`src/rtl/cordic_pkg.sv`:
```
// Shared CORDIC constants and types.
// Phase units are 1e-4 degree, so 90_0000 is 90 degrees.
// The quadrant type and helper are shared with the core's pre-map stage.
package cordic_pkg;

   localparam int PHASE_W   = 22;
   localparam int ANGLE_90  = 90_0000;
   localparam int ANGLE_180 = 180_0000;
   localparam int ANGLE_360 = 360_0000;

   typedef enum logic [1:0] {
      QUAD_I   = 2'd0,
      QUAD_II  = 2'd1,
      QUAD_III = 2'd2,
      QUAD_IV  = 2'd3
   } quad_e;

   // Quadrant of a phase that is already normalized to +/-180 degrees.
   function automatic quad_e phase_quad(input int p);
      if (p >= ANGLE_90)       return QUAD_II;
      else if (p >= 0)         return QUAD_I;
      else if (p >= -ANGLE_90) return QUAD_IV;
      else                     return QUAD_III;
   endfunction

endpackage

```
`src/rtl/cordic_sched_if.sv`:
```
// Bus between the requesters, the scheduler and the shared CORDIC core.
// slave  : scheduler view (takes requests and core results, drives the rest)
// master : environment view (requesters, core model, result consumer)
// req_phase packs requester i at bits [i*PHASE_W +: PHASE_W].
interface cordic_sched_if #(
   parameter int NUM_REQ = 2,
   parameter int PHASE_W = 22,
   parameter int DATA_W  = 16
);
   localparam int IDW = $clog2(NUM_REQ);

   logic [NUM_REQ-1:0]         req_valid;
   logic [NUM_REQ*PHASE_W-1:0] req_phase;
   logic [NUM_REQ-1:0]         req_ready;
   logic                       core_valid;
   logic [PHASE_W-1:0]         core_phase;
   logic [DATA_W-1:0]          core_cos;
   logic [DATA_W-1:0]          core_sin;
   logic                       rsp_valid;
   logic [IDW-1:0]             rsp_id;
   logic [DATA_W-1:0]          rsp_cos;
   logic [DATA_W-1:0]          rsp_sin;
   logic                       err_range;

   modport slave (
      input  req_valid, req_phase, core_cos, core_sin,
      output req_ready, core_valid, core_phase,
             rsp_valid, rsp_id, rsp_cos, rsp_sin, err_range
   );

   modport master (
      output req_valid, req_phase, core_cos, core_sin,
      input  req_ready, core_valid, core_phase,
             rsp_valid, rsp_id, rsp_cos, rsp_sin, err_range
   );

endinterface

```
`src/rtl/cordic_sched_rr_arbiter.sv`:
```
// Round-robin arbiter, N requesters.
// Ports: clk, aresetn (async active-low); req (request vector);
//        advance (move the pointer past the current grant);
//        grant (one-hot, combinational); grant_idx (index of grant).
// The pointer names the requester with highest priority this cycle.
module rr_arbiter #(
   parameter int N  = 2,
   parameter int IW = $clog2(N)
) (
   input  logic          clk,
   input  logic          aresetn,
   input  logic [N-1:0]  req,
   input  logic          advance,
   output logic [N-1:0]  grant,
   output logic [IW-1:0] grant_idx
);

   logic [IW-1:0] ptr_q, ptr_d;
   int            idx;

   // Scan from the pointer upward, wrapping; first hit wins.
   always_comb begin
      grant     = '0;
      grant_idx = '0;
      idx       = 0;
      for (int off = 0; off < N; off++) begin
         idx = int'(ptr_q) + off;
         if (idx >= N) idx = idx - N;
         if (grant == '0 && req[idx]) begin
            grant[idx] = 1'b1;
            grant_idx  = IW'(idx);
         end
      end
   end

   always_comb begin
      ptr_d = ptr_q;
      if (advance && grant != '0)
         ptr_d = (grant_idx == IW'(N - 1)) ? '0 : grant_idx + IW'(1);
   end

   always_ff @(posedge clk or negedge aresetn) begin
      if (!aresetn) ptr_q <= '0;
      else          ptr_q <= ptr_d;
   end

endmodule

```
`src/rtl/cordic_sched.sv`:
```
// CORDIC scheduler: shares one fixed-latency cos/sin core between NUM_REQ
// requesters. One round-robin grant per cycle; the granted phase is folded
// into +/-180 degrees and issued one cycle later; a {valid,id} tag line of
// depth CORDIC_LAT tracks each issue so the result returns with its owner.
// Ports: clk, aresetn (async active-low), bus (cordic_sched_if.slave).
// Optional macro CORDIC_SCHED_STATS_EN adds:
//    grant_cnt : per-requester saturating 16-bit grant counters
//    busy_max  : peak in-flight count, saturating at 255
module cordic_sched
   import cordic_pkg::*;
#(
   parameter int NUM_REQ    = 2,
   parameter int PHASE_W    = cordic_pkg::PHASE_W,
   parameter int DATA_W     = 16,
   parameter int CORDIC_LAT = 18
) (
   input  logic                    clk,
   input  logic                    aresetn,
   cordic_sched_if.slave           bus
`ifdef CORDIC_SCHED_STATS_EN
   ,
   output logic [NUM_REQ*16-1:0]   grant_cnt,
   output logic [7:0]              busy_max
`endif
);

   localparam int IDW = $clog2(NUM_REQ);

   logic [NUM_REQ-1:0]         grant;
   logic [IDW-1:0]             gidx;
   logic                       gv;
   logic signed [PHASE_W-1:0]  gphase, norm;
   int                         p_ext;
   logic                       oor;

   logic                       core_valid_q;
   logic [PHASE_W-1:0]         core_phase_q;
   logic [IDW-1:0]             core_id_q;
   logic [CORDIC_LAT-1:0]      vld_pipe_q;
   logic [CORDIC_LAT-1:0][IDW-1:0] id_pipe_q;
   logic                       rsp_valid_q;
   logic [IDW-1:0]             rsp_id_q;
   logic [DATA_W-1:0]          rsp_cos_q, rsp_sin_q;
   logic                       err_q;

   rr_arbiter #(.N(NUM_REQ), .IW(IDW)) u_arb (
      .clk       (clk),
      .aresetn   (aresetn),
      .req       (bus.req_valid),
      .advance   (gv),
      .grant     (grant),
      .grant_idx (gidx)
   );

   assign gv = |grant;

   // Single-step fold; out-of-range inputs are still folded once and flagged.
   always_comb begin
      gphase = bus.req_phase[int'(gidx)*PHASE_W +: PHASE_W];
      p_ext  = int'(gphase);
      norm   = gphase;
      if (p_ext > ANGLE_180)       norm = PHASE_W'(p_ext - ANGLE_360);
      else if (p_ext < -ANGLE_180) norm = PHASE_W'(p_ext + ANGLE_360);
      oor = (p_ext > ANGLE_360) || (p_ext < -ANGLE_360);
   end

   always_ff @(posedge clk or negedge aresetn) begin
      if (!aresetn) begin
         core_valid_q <= 1'b0;
         core_phase_q <= '0;
         core_id_q    <= '0;
         vld_pipe_q   <= '0;
         id_pipe_q    <= '0;
         rsp_valid_q  <= 1'b0;
         rsp_id_q     <= '0;
         rsp_cos_q    <= '0;
         rsp_sin_q    <= '0;
         err_q        <= 1'b0;
      end else begin
         core_valid_q <= gv;
         if (gv) begin
            core_phase_q <= norm;
            core_id_q    <= gidx;
         end
         if (gv && oor) err_q <= 1'b1;
         // Tag enters in the core_valid cycle so its tail meets core data.
         vld_pipe_q[0] <= core_valid_q;
         id_pipe_q[0]  <= core_id_q;
         for (int i = 1; i < CORDIC_LAT; i++) begin
            vld_pipe_q[i] <= vld_pipe_q[i-1];
            id_pipe_q[i]  <= id_pipe_q[i-1];
         end
         rsp_valid_q <= vld_pipe_q[CORDIC_LAT-1];
         if (vld_pipe_q[CORDIC_LAT-1]) begin
            rsp_id_q  <= id_pipe_q[CORDIC_LAT-1];
            rsp_cos_q <= bus.core_cos;
            rsp_sin_q <= bus.core_sin;
         end
      end
   end

   assign bus.req_ready  = grant;
   assign bus.core_valid = core_valid_q;
   assign bus.core_phase = core_phase_q;
   assign bus.rsp_valid  = rsp_valid_q;
   assign bus.rsp_id     = rsp_id_q;
   assign bus.rsp_cos    = rsp_cos_q;
   assign bus.rsp_sin    = rsp_sin_q;
   assign bus.err_range  = err_q;

`ifdef CORDIC_SCHED_STATS_EN
   logic [NUM_REQ-1:0][15:0] gcnt_q;
   logic [7:0]               bmax_q;
   int                       inflight;

   // In flight = issued to the core and not yet returned by it.
   always_comb begin
      inflight = int'(core_valid_q);
      for (int i = 0; i < CORDIC_LAT; i++) inflight = inflight + int'(vld_pipe_q[i]);
   end

   always_ff @(posedge clk or negedge aresetn) begin
      if (!aresetn) begin
         gcnt_q <= '0;
         bmax_q <= '0;
      end else begin
         for (int i = 0; i < NUM_REQ; i++)
            if (grant[i] && gcnt_q[i] != 16'hFFFF) gcnt_q[i] <= gcnt_q[i] + 16'd1;
         if (inflight > int'(bmax_q)) bmax_q <= (inflight > 255) ? 8'hFF : 8'(inflight);
      end
   end

   assign grant_cnt = gcnt_q;
   assign busy_max  = bmax_q;
`endif

endmodule

```
`src/flat_wrapper.sv`:
```
// flat-port wrapper written by rule: the top's interface ports become plain ports
module cordic_sched_flat import cordic_pkg::*;
#(
   parameter int NUM_REQ    = 2,
   parameter int PHASE_W    = cordic_pkg::PHASE_W,
   parameter int DATA_W     = 16,
   parameter int CORDIC_LAT = 18
)
  (clk, aresetn, bus_req_valid, bus_req_phase, bus_core_cos, bus_core_sin, bus_req_ready, bus_core_valid, bus_core_phase, bus_rsp_valid, bus_rsp_id, bus_rsp_cos, bus_rsp_sin, bus_err_range);
  cordic_sched_if #(.NUM_REQ(NUM_REQ), .PHASE_W(PHASE_W), .DATA_W(DATA_W)) bus_i ();
  input  logic clk;
  input  logic aresetn;
  input wire logic [$bits(bus_i.req_valid)-1:0] bus_req_valid;
  input wire logic [$bits(bus_i.req_phase)-1:0] bus_req_phase;
  input wire logic [$bits(bus_i.core_cos)-1:0] bus_core_cos;
  input wire logic [$bits(bus_i.core_sin)-1:0] bus_core_sin;
  output wire logic [$bits(bus_i.req_ready)-1:0] bus_req_ready;
  output wire logic [$bits(bus_i.core_valid)-1:0] bus_core_valid;
  output wire logic [$bits(bus_i.core_phase)-1:0] bus_core_phase;
  output wire logic [$bits(bus_i.rsp_valid)-1:0] bus_rsp_valid;
  output wire logic [$bits(bus_i.rsp_id)-1:0] bus_rsp_id;
  output wire logic [$bits(bus_i.rsp_cos)-1:0] bus_rsp_cos;
  output wire logic [$bits(bus_i.rsp_sin)-1:0] bus_rsp_sin;
  output wire logic [$bits(bus_i.err_range)-1:0] bus_err_range;
  assign bus_i.req_valid = bus_req_valid;
  assign bus_i.req_phase = bus_req_phase;
  assign bus_i.core_cos = bus_core_cos;
  assign bus_i.core_sin = bus_core_sin;
  assign bus_req_ready = bus_i.req_ready;
  assign bus_core_valid = bus_i.core_valid;
  assign bus_core_phase = bus_i.core_phase;
  assign bus_rsp_valid = bus_i.rsp_valid;
  assign bus_rsp_id = bus_i.rsp_id;
  assign bus_rsp_cos = bus_i.rsp_cos;
  assign bus_rsp_sin = bus_i.rsp_sin;
  assign bus_err_range = bus_i.err_range;
  cordic_sched #(.NUM_REQ(NUM_REQ), .PHASE_W(PHASE_W), .DATA_W(DATA_W), .CORDIC_LAT(CORDIC_LAT)) u_core (.clk(clk), .aresetn(aresetn), .bus(bus_i));
endmodule
```
`config.mk`:
```
export PLATFORM = sky130hd
export DESIGN_NAME = cordic_sched_flat
export DESIGN_NICKNAME = d
export VERILOG_FILES = /design/src/rtl/cordic_pkg.sv /design/src/rtl/cordic_sched_if.sv /design/src/rtl/cordic_sched_rr_arbiter.sv /design/src/rtl/cordic_sched.sv /design/src/flat_wrapper.sv
export SDC_FILE = /design/constraint.sdc
export NUM_CORES = 1
export LEC_CHECK = 0
export BUFFER_PORTS_ARGS = -buffer_cell sky130_fd_sc_hd__buf_2
export CORE_ASPECT_RATIO = 1.2
export CORE_MARGIN = 8
export CORE_UTILIZATION = 51
export DETAILED_ROUTE_END_ITERATION = 8
export PLACE_DENSITY = 0.8
export REMOVE_ABC_BUFFERS = 1
export SETUP_SLACK_MARGIN = 0.3
export SYNTH_ARGS = -nofsm -noshare
export SYNTH_HDL_FRONTEND = slang
export SYNTH_SLANG_ARGS = --single-unit
```
`constraint.sdc`:
```
create_clock -name clk -period 3.79 [get_ports clk]
set_input_delay 0.379 -clock clk [delete_from_list [all_inputs] [get_ports clk]]
set_output_delay 0.379 -clock clk [all_outputs]
set_load 0.02 [all_outputs]
```
# After elaboration in Yosys (flattened, before gate mapping)
# Cells that the tools add are included.
# word_totals
ff_bits	96
latch_bits	0
mem_bits_rw	0
rom_bits	0
input_bits	80
output_inout_bits	60
wordCells	75
n_memories	0
# classes
addsub	6
multipliers	1
div_mod_pow	0
n_lt_le_gt_ge	10
n_eq_ne	0
shifts	1
muxes	19
n_bitwise	1
n_reduce_logical	9
# op_table
operator	n
greater-or-equal comparator 32 x 1 -> 1 bit, second input constant	2
< comparator 32 x 3 -> 1 bit, second input constant	2
2-to-1 mux 32 bit	2
2-to-1 mux 22 bit	2
indexed part select 44 x 7 -> 22 bit	1
greater-than comparator 22 x 23 -> 1 bit, second input constant	1
< comparator 22 x 23 -> 1 bit, second input constant	1
adder 22 x 21 -> 22 bit, second input constant	1
greater-than comparator 22 bit, second input constant	1
< comparator 22 bit, second input constant	1
subtractor 22 x 21 -> 22 bit, second input constant	1
2-to-1 mux 1 bit	11
logical AND 1 bit	5
multiplier 1 x 4 -> 5 bit, second input constant	1
2-to-1 mux 2 bit	2
subtractor 1 x 2 -> 3 bit, second input constant	1
subtractor 2 x 2 -> 3 bit, second input constant	1
adder 1 x 1 -> 2 bit, second input constant	1
demux 1 bit (select 1 bit)	2
greater-or-equal comparator 1 x 2 -> 1 bit, second input constant	1
greater-or-equal comparator 2 bit, second input constant	1
zero test 2 bit	1
OR 2 bit	1
nonzero test 2 bit	1
3 further kinds	3

# Longest topological paths before layout
# logic_depth
word_depth	15
ltp_mapped	14
mapped_depth_nobuf	12

# Hierarchy
# A second synthesis with hierarchy kept.
# unflattened
hier_cells	354
area_unflattened_um2	4207.8
# by_module_without_submodules
mod	instances	cells_per_inst	area_per_inst_um2	seq_area_each_um2
cordic_sched	1	347	4145.2	2377.3
rr_arbiter	1	7	62.6	25.0

# Worst setup path after synthesis
# No wires, ideal clock.
# synth_path
kind	reg-to-reg
start	reg u_core.u_arb.ptr_q
end	reg u_core.core_phase_q[19], in the netlist u_core.bus.core_phase[19]
setup_ps	133
t_arrival_ps	2755
required_ps	3657
slack_ps	902
path_stages_with_launch	12
path_buffers	2
period_less_slack_ps	2888
path_cell_list	dfrtp_1 nand2b_1 nand2_2 buf_1 clkbuf_1 mux2i_1 inv_1 ha_1 o21ai_0 a21oi_1 o311ai_0 nand3_1
# synth_via
elab_chain_cells	15
word_cells_on_any_way	39
classes_between	add/sub: 5; mul: 1; order compare: 8; shift: 1; mux: 18; bitwise: 1; reduce/logical: 5
# synth_lines
element	line	source
start: declaration	cordic_sched_rr_arbiter.sv:18	logic [IW-1:0] ptr_q, ptr_d;
start signal: assignment	cordic_sched_rr_arbiter.sv:44	else ptr_q <= ptr_d;
subtractor 1 x 2 -> 3 bit or greater-or-equal comparator 1 x 2 -> 1 bit (tied branches)	cordic_sched_rr_arbiter.sv:28	if (idx >= N) idx = idx - N;
2-to-1 mux 32 bit	cordic_sched_rr_arbiter.sv:28	
greater-or-equal comparator 32 x 1 -> 1 bit (not written as such) or < comparator 32 x 3 -> 1 bit (tied branches)	cordic_sched_rr_arbiter.sv:30	grant[idx] = 1'b1;
logical AND 1 bit (not written as such)	cordic_sched_rr_arbiter.sv:30	
2-to-1 mux 1 bit (not written as such)	cordic_sched_rr_arbiter.sv:30	
demux 1 bit (select 1 bit)	cordic_sched_rr_arbiter.sv:30	
2-to-1 mux 2 bit	cordic_sched_rr_arbiter.sv:29	if (grant == '0 && req[idx]) begin
zero test 2 bit	cordic_sched_rr_arbiter.sv:29	
logical AND 1 bit	cordic_sched_rr_arbiter.sv:29	
2-to-1 mux 1 bit	cordic_sched_rr_arbiter.sv:29	
multiplier 1 x 4 -> 5 bit	cordic_sched.sv:59	gphase = bus.req_phase[int'(gidx)*PHASE_W +: PHASE_W];
indexed part select 44 x 7 -> 22 bit	cordic_sched.sv:59	
adder 22 x 21 -> 22 bit or < comparator 22 bit (tied branches)	cordic_sched.sv:63	else if (p_ext < -ANGLE_180) norm = PHASE_W'(p_ext + ANGLE_360);
2-to-1 mux 22 bit	cordic_sched.sv:63	
2-to-1 mux 22 bit	cordic_sched.sv:62	if (p_ext > ANGLE_180) norm = PHASE_W'(p_ext - ANGLE_360);
end signal: assignment	cordic_sched.sv:82	core_phase_q <= norm;
end: declaration	cordic_sched.sv:37	logic [PHASE_W-1:0] core_phase_q;
# Parallel ways exist; a longest one is shown, timed or not. The select of a mux whose other input is x is not followed.
# A chain may end at the register's enable or synchronous reset.

# Worst setup path in the final report
# Ends and elaborated chain as after synthesis.

==> qor.csv <==
stage;metric;value;unit
routing;wire_per_inst;19.1;um
routing;antenna_left;0;
worst_setup_path;worstPathArrival;3240;ps
clock_tree;clock_latency;350;ps
worst_setup_path;cp_max_fo;23;
logic_synthesis;syn_avg_cell_area;11.0;um2
timing;setup-violations-final;0;
logic_synthesis;syn-cell-area;4410;um2
logic_synthesis;yosys.area_share.simple;15.3;%
clock_tree;cts_setup_buffers;0;
power;p_sw;0.000696;W
clock_tree;htreeDepth;3;
timing;clock.fmax;0.332;GHz
routing;first_pass_iters;4;
worst_setup_path;cp-start-kind;flop;
power;cellLeakagePower;2.45;nW
min_path;hold_path.class;in -> async;
logic_synthesis;async_flop_share;100;%
routing;drtIter0Drc;255;
worst_setup_path;end_kind;flop;
timing;rsz0062_at_grt;false;
clock_tree;cts_tree;done;
cells_and_area;final_common_cell;buf_2;
clock_tree;cts_buffer_depth;2;
die;die-area;11900;um2
logic_synthesis;yosysSeqAreaShare;54.4;%
logic_synthesis;ys.flop_type;dfrtp_1;
place;hpwl;9700;um
timing;period_share;79.4;%
logic_synthesis;synthMuxAreaShare;11.7;%
global_routing;gr-total-overflow;0;
logic_synthesis;synth_edf_count;0;
logic_synthesis;yosysWarnings;0;
die;initial_core_util;52.1;%
power;p_int;0.00156;W
timing;hold_viol_final;0;
clock_tree;path_clk_slew;90;ps
timing;slew_headroom;13.9;%
power;peakVddDrop;0.275;mV
timing;skew;5.94;ps
cells_and_area;drive_gt1_share;38.5;%
die;num_rows;37;
worst_setup_path;crit_type;reg -> reg;
clock_tree;cts_resized;0;
flow_run;max-cap-violations;0;
global_routing;grt_max_degree;76;
status;status;finished clean;
power;seqPwrFrac;51.9;%
logic_synthesis;synth_cell_types;59;
power;comb_power_share;21.5;%
timing;worstMarginPinSlew;1290;ps
logic_synthesis;synth_compound_area_share;14.2;%
routing;vias_per_cell;5.73;
logic_synthesis;syn-instance-count;400;
place;pre_cts_slack;755;ps
global_routing;grt_pass1_wl;20200;um
routing;drc;0;
power;powerDensity;420;nW/um2
timing;finalWorstPathRequiredPeriod;3010;ps
global_routing;antenna_found_initial;0;
cells_and_area;area.growth.synth_to_final;21.9;%
clock_tree;cts_buffers;9;
die;die_y;118;um
logic_synthesis;ys_ff_latch;96;
timing;hold_slack;131;ps
die;die_w;101;um
power;p_clk_share;26.7;%
global_routing;grt_pass1_vias;3892;
cells_and_area;diodes;0;
power;p_sw_share;30.8;%
timing;slew_viol_final;0;
place;port_buffers;139;
cells_and_area;fillers;692;
cells_and_area;most-common-layout-cells;buf_2 (138), dfrtp_1 (96), nand2_1 (40);
routing;wl;12500;um
logic_synthesis;synthXorXnorAreaFrac;0.992;%
logic_synthesis;synth_fa_ha_area_share;0.567;%
routing;vias;3752;
die;ioPinCount;140;
clock_tree;ctsHoldBuffers;0;
logic_synthesis;synth_top_family_by_area;simple AND/OR/NAND/NOR gates;
global_routing;gr-usage-all-layers;21.5;%
cells_and_area;layout.nets;616;
timing;fin_tns_setup;0;ps
place;place.gp.congestion;0.970;
timing;timing.final.ws_setup;779;ps
clock_tree;root_buffer;clkbuf_8;
clock_tree;cts_sinks;96;
die;core;8470;um2
worst_setup_path;worstPathRequired;4020;ps
## cells in the mapped netlist, drive strengths merged (3+ instances only)
cell type,n,share of area (%)
xnor2,4,0.79
a21o,3,0.51
nor2,32,2.7
buf,8,1.1
nand2,41,3.5
mux2i,11,2.5
o211ai,3,0.51
or3,5,0.71
nand3,12,1.4
inv,7,0.60
o311a,3,0.68
nor3,7,0.91
a32oi,5,0.99
a31oi,11,1.6
nor2b,3,0.43
and2,4,0.57
a21oi,14,1.6
dfrtp,96,54
clkbuf,14,1.2
o21ai,19,2.2
nor4,6,0.99
a211o,5,0.99
mux2,36,9.2
nand4,14,2.0
## worst paths after layout
check                                     start                   endpoint  slack (ps)  cells after the start
max reg2reg                  u_core.u_arb.ptr_q  u_core.bus.core_phase[19]         780                     10
min reg2reg                u_core.vld_pipe_q[2]       u_core.vld_pipe_q[3]         350                      0
min                                     aresetn      u_core.bus.rsp_sin[3]         130                      1
min in group clk              bus_req_phase[27]   u_core.bus.core_phase[5]         240                      3
max                          u_core.u_arb.ptr_q  u_core.bus.core_phase[19]         780                     10
max in group asynchronous               aresetn     u_core.bus.rsp_sin[11]        2840                      2
## kinds of logic after synthesis
kind of cell / Yosys count
compound gates: 85
xor+xnor: 5
fa+ha+maj: 2
buf+inv: 29
flops: 96
mux: 47
simple gates: 136
## layout make-up
type,count,area (um2),area share (%)
multi-input cells,275,1880,35.0
well taps,117,146,2.72
clock buffers,10,138,2.56
repair buffers,145,743,13.8
flip-flops and latches,96,2400,44.6
inverters,7,26.3,0.488
clock inverters,5,41.3,0.767
## registers in the layout, indices dropped and copies added, names as in the netlist, 16 cells and up
register,count
u_core.bus.rsp_sin,16
u_core.id_pipe_q,18
u_core.bus.core_phase,22
u_core.bus.rsp_cos,16
u_core.vld_pipe_q,18
## metal layers
layer | wire length (um) | vias up | GRT usage, %
met5 | 0 | - | 0
met4 | 306 | 0 | 8.78
met3 | 1220 | 24 | 7.28
met2 | 5760 | 182 | 33.7
met1 | 5250 | 1790 | 26.2
li1 | - | 1756 | -
## critical path, stage by stage, from the launching register on
cell      delay, ps
dfrtp_1         410
nand2b_1        170
nand2_2          90
buf_4           280
mux2i_1         400
inv_1           140
ha_1            240
o21ai_0         440
a21oi_1         210
o311ai_0        380
nand3_1         120
## power groups by stage
stage	logic, W	clock network [W]	registers, W
2_1_floorplan	0.000181	0	0.00127
3_3_place_gp	0.000485	0	0.00119
3_5_place_dp	0.000489	0	0.00119
4_1_cts	0.000489	0.000632	0.00117
5_1_grt	0.000529	0.000665	0.00118
6_report	0.000485	0.000602	0.00117
## through the flow
step	area [um2]	util, %	cells	total power (W)
after floorplan	4310	-	378	0.00145
after global placement	5200	61.4	640	0.00167
after detailed placement	5200	61.4	640	0.00168
after CTS	5380	63.5	655	0.00229
after global routing	5380	63.5	655	0.00238
final	5380	63.5	655	0.00226
Power figures use the tool's default switching activity.
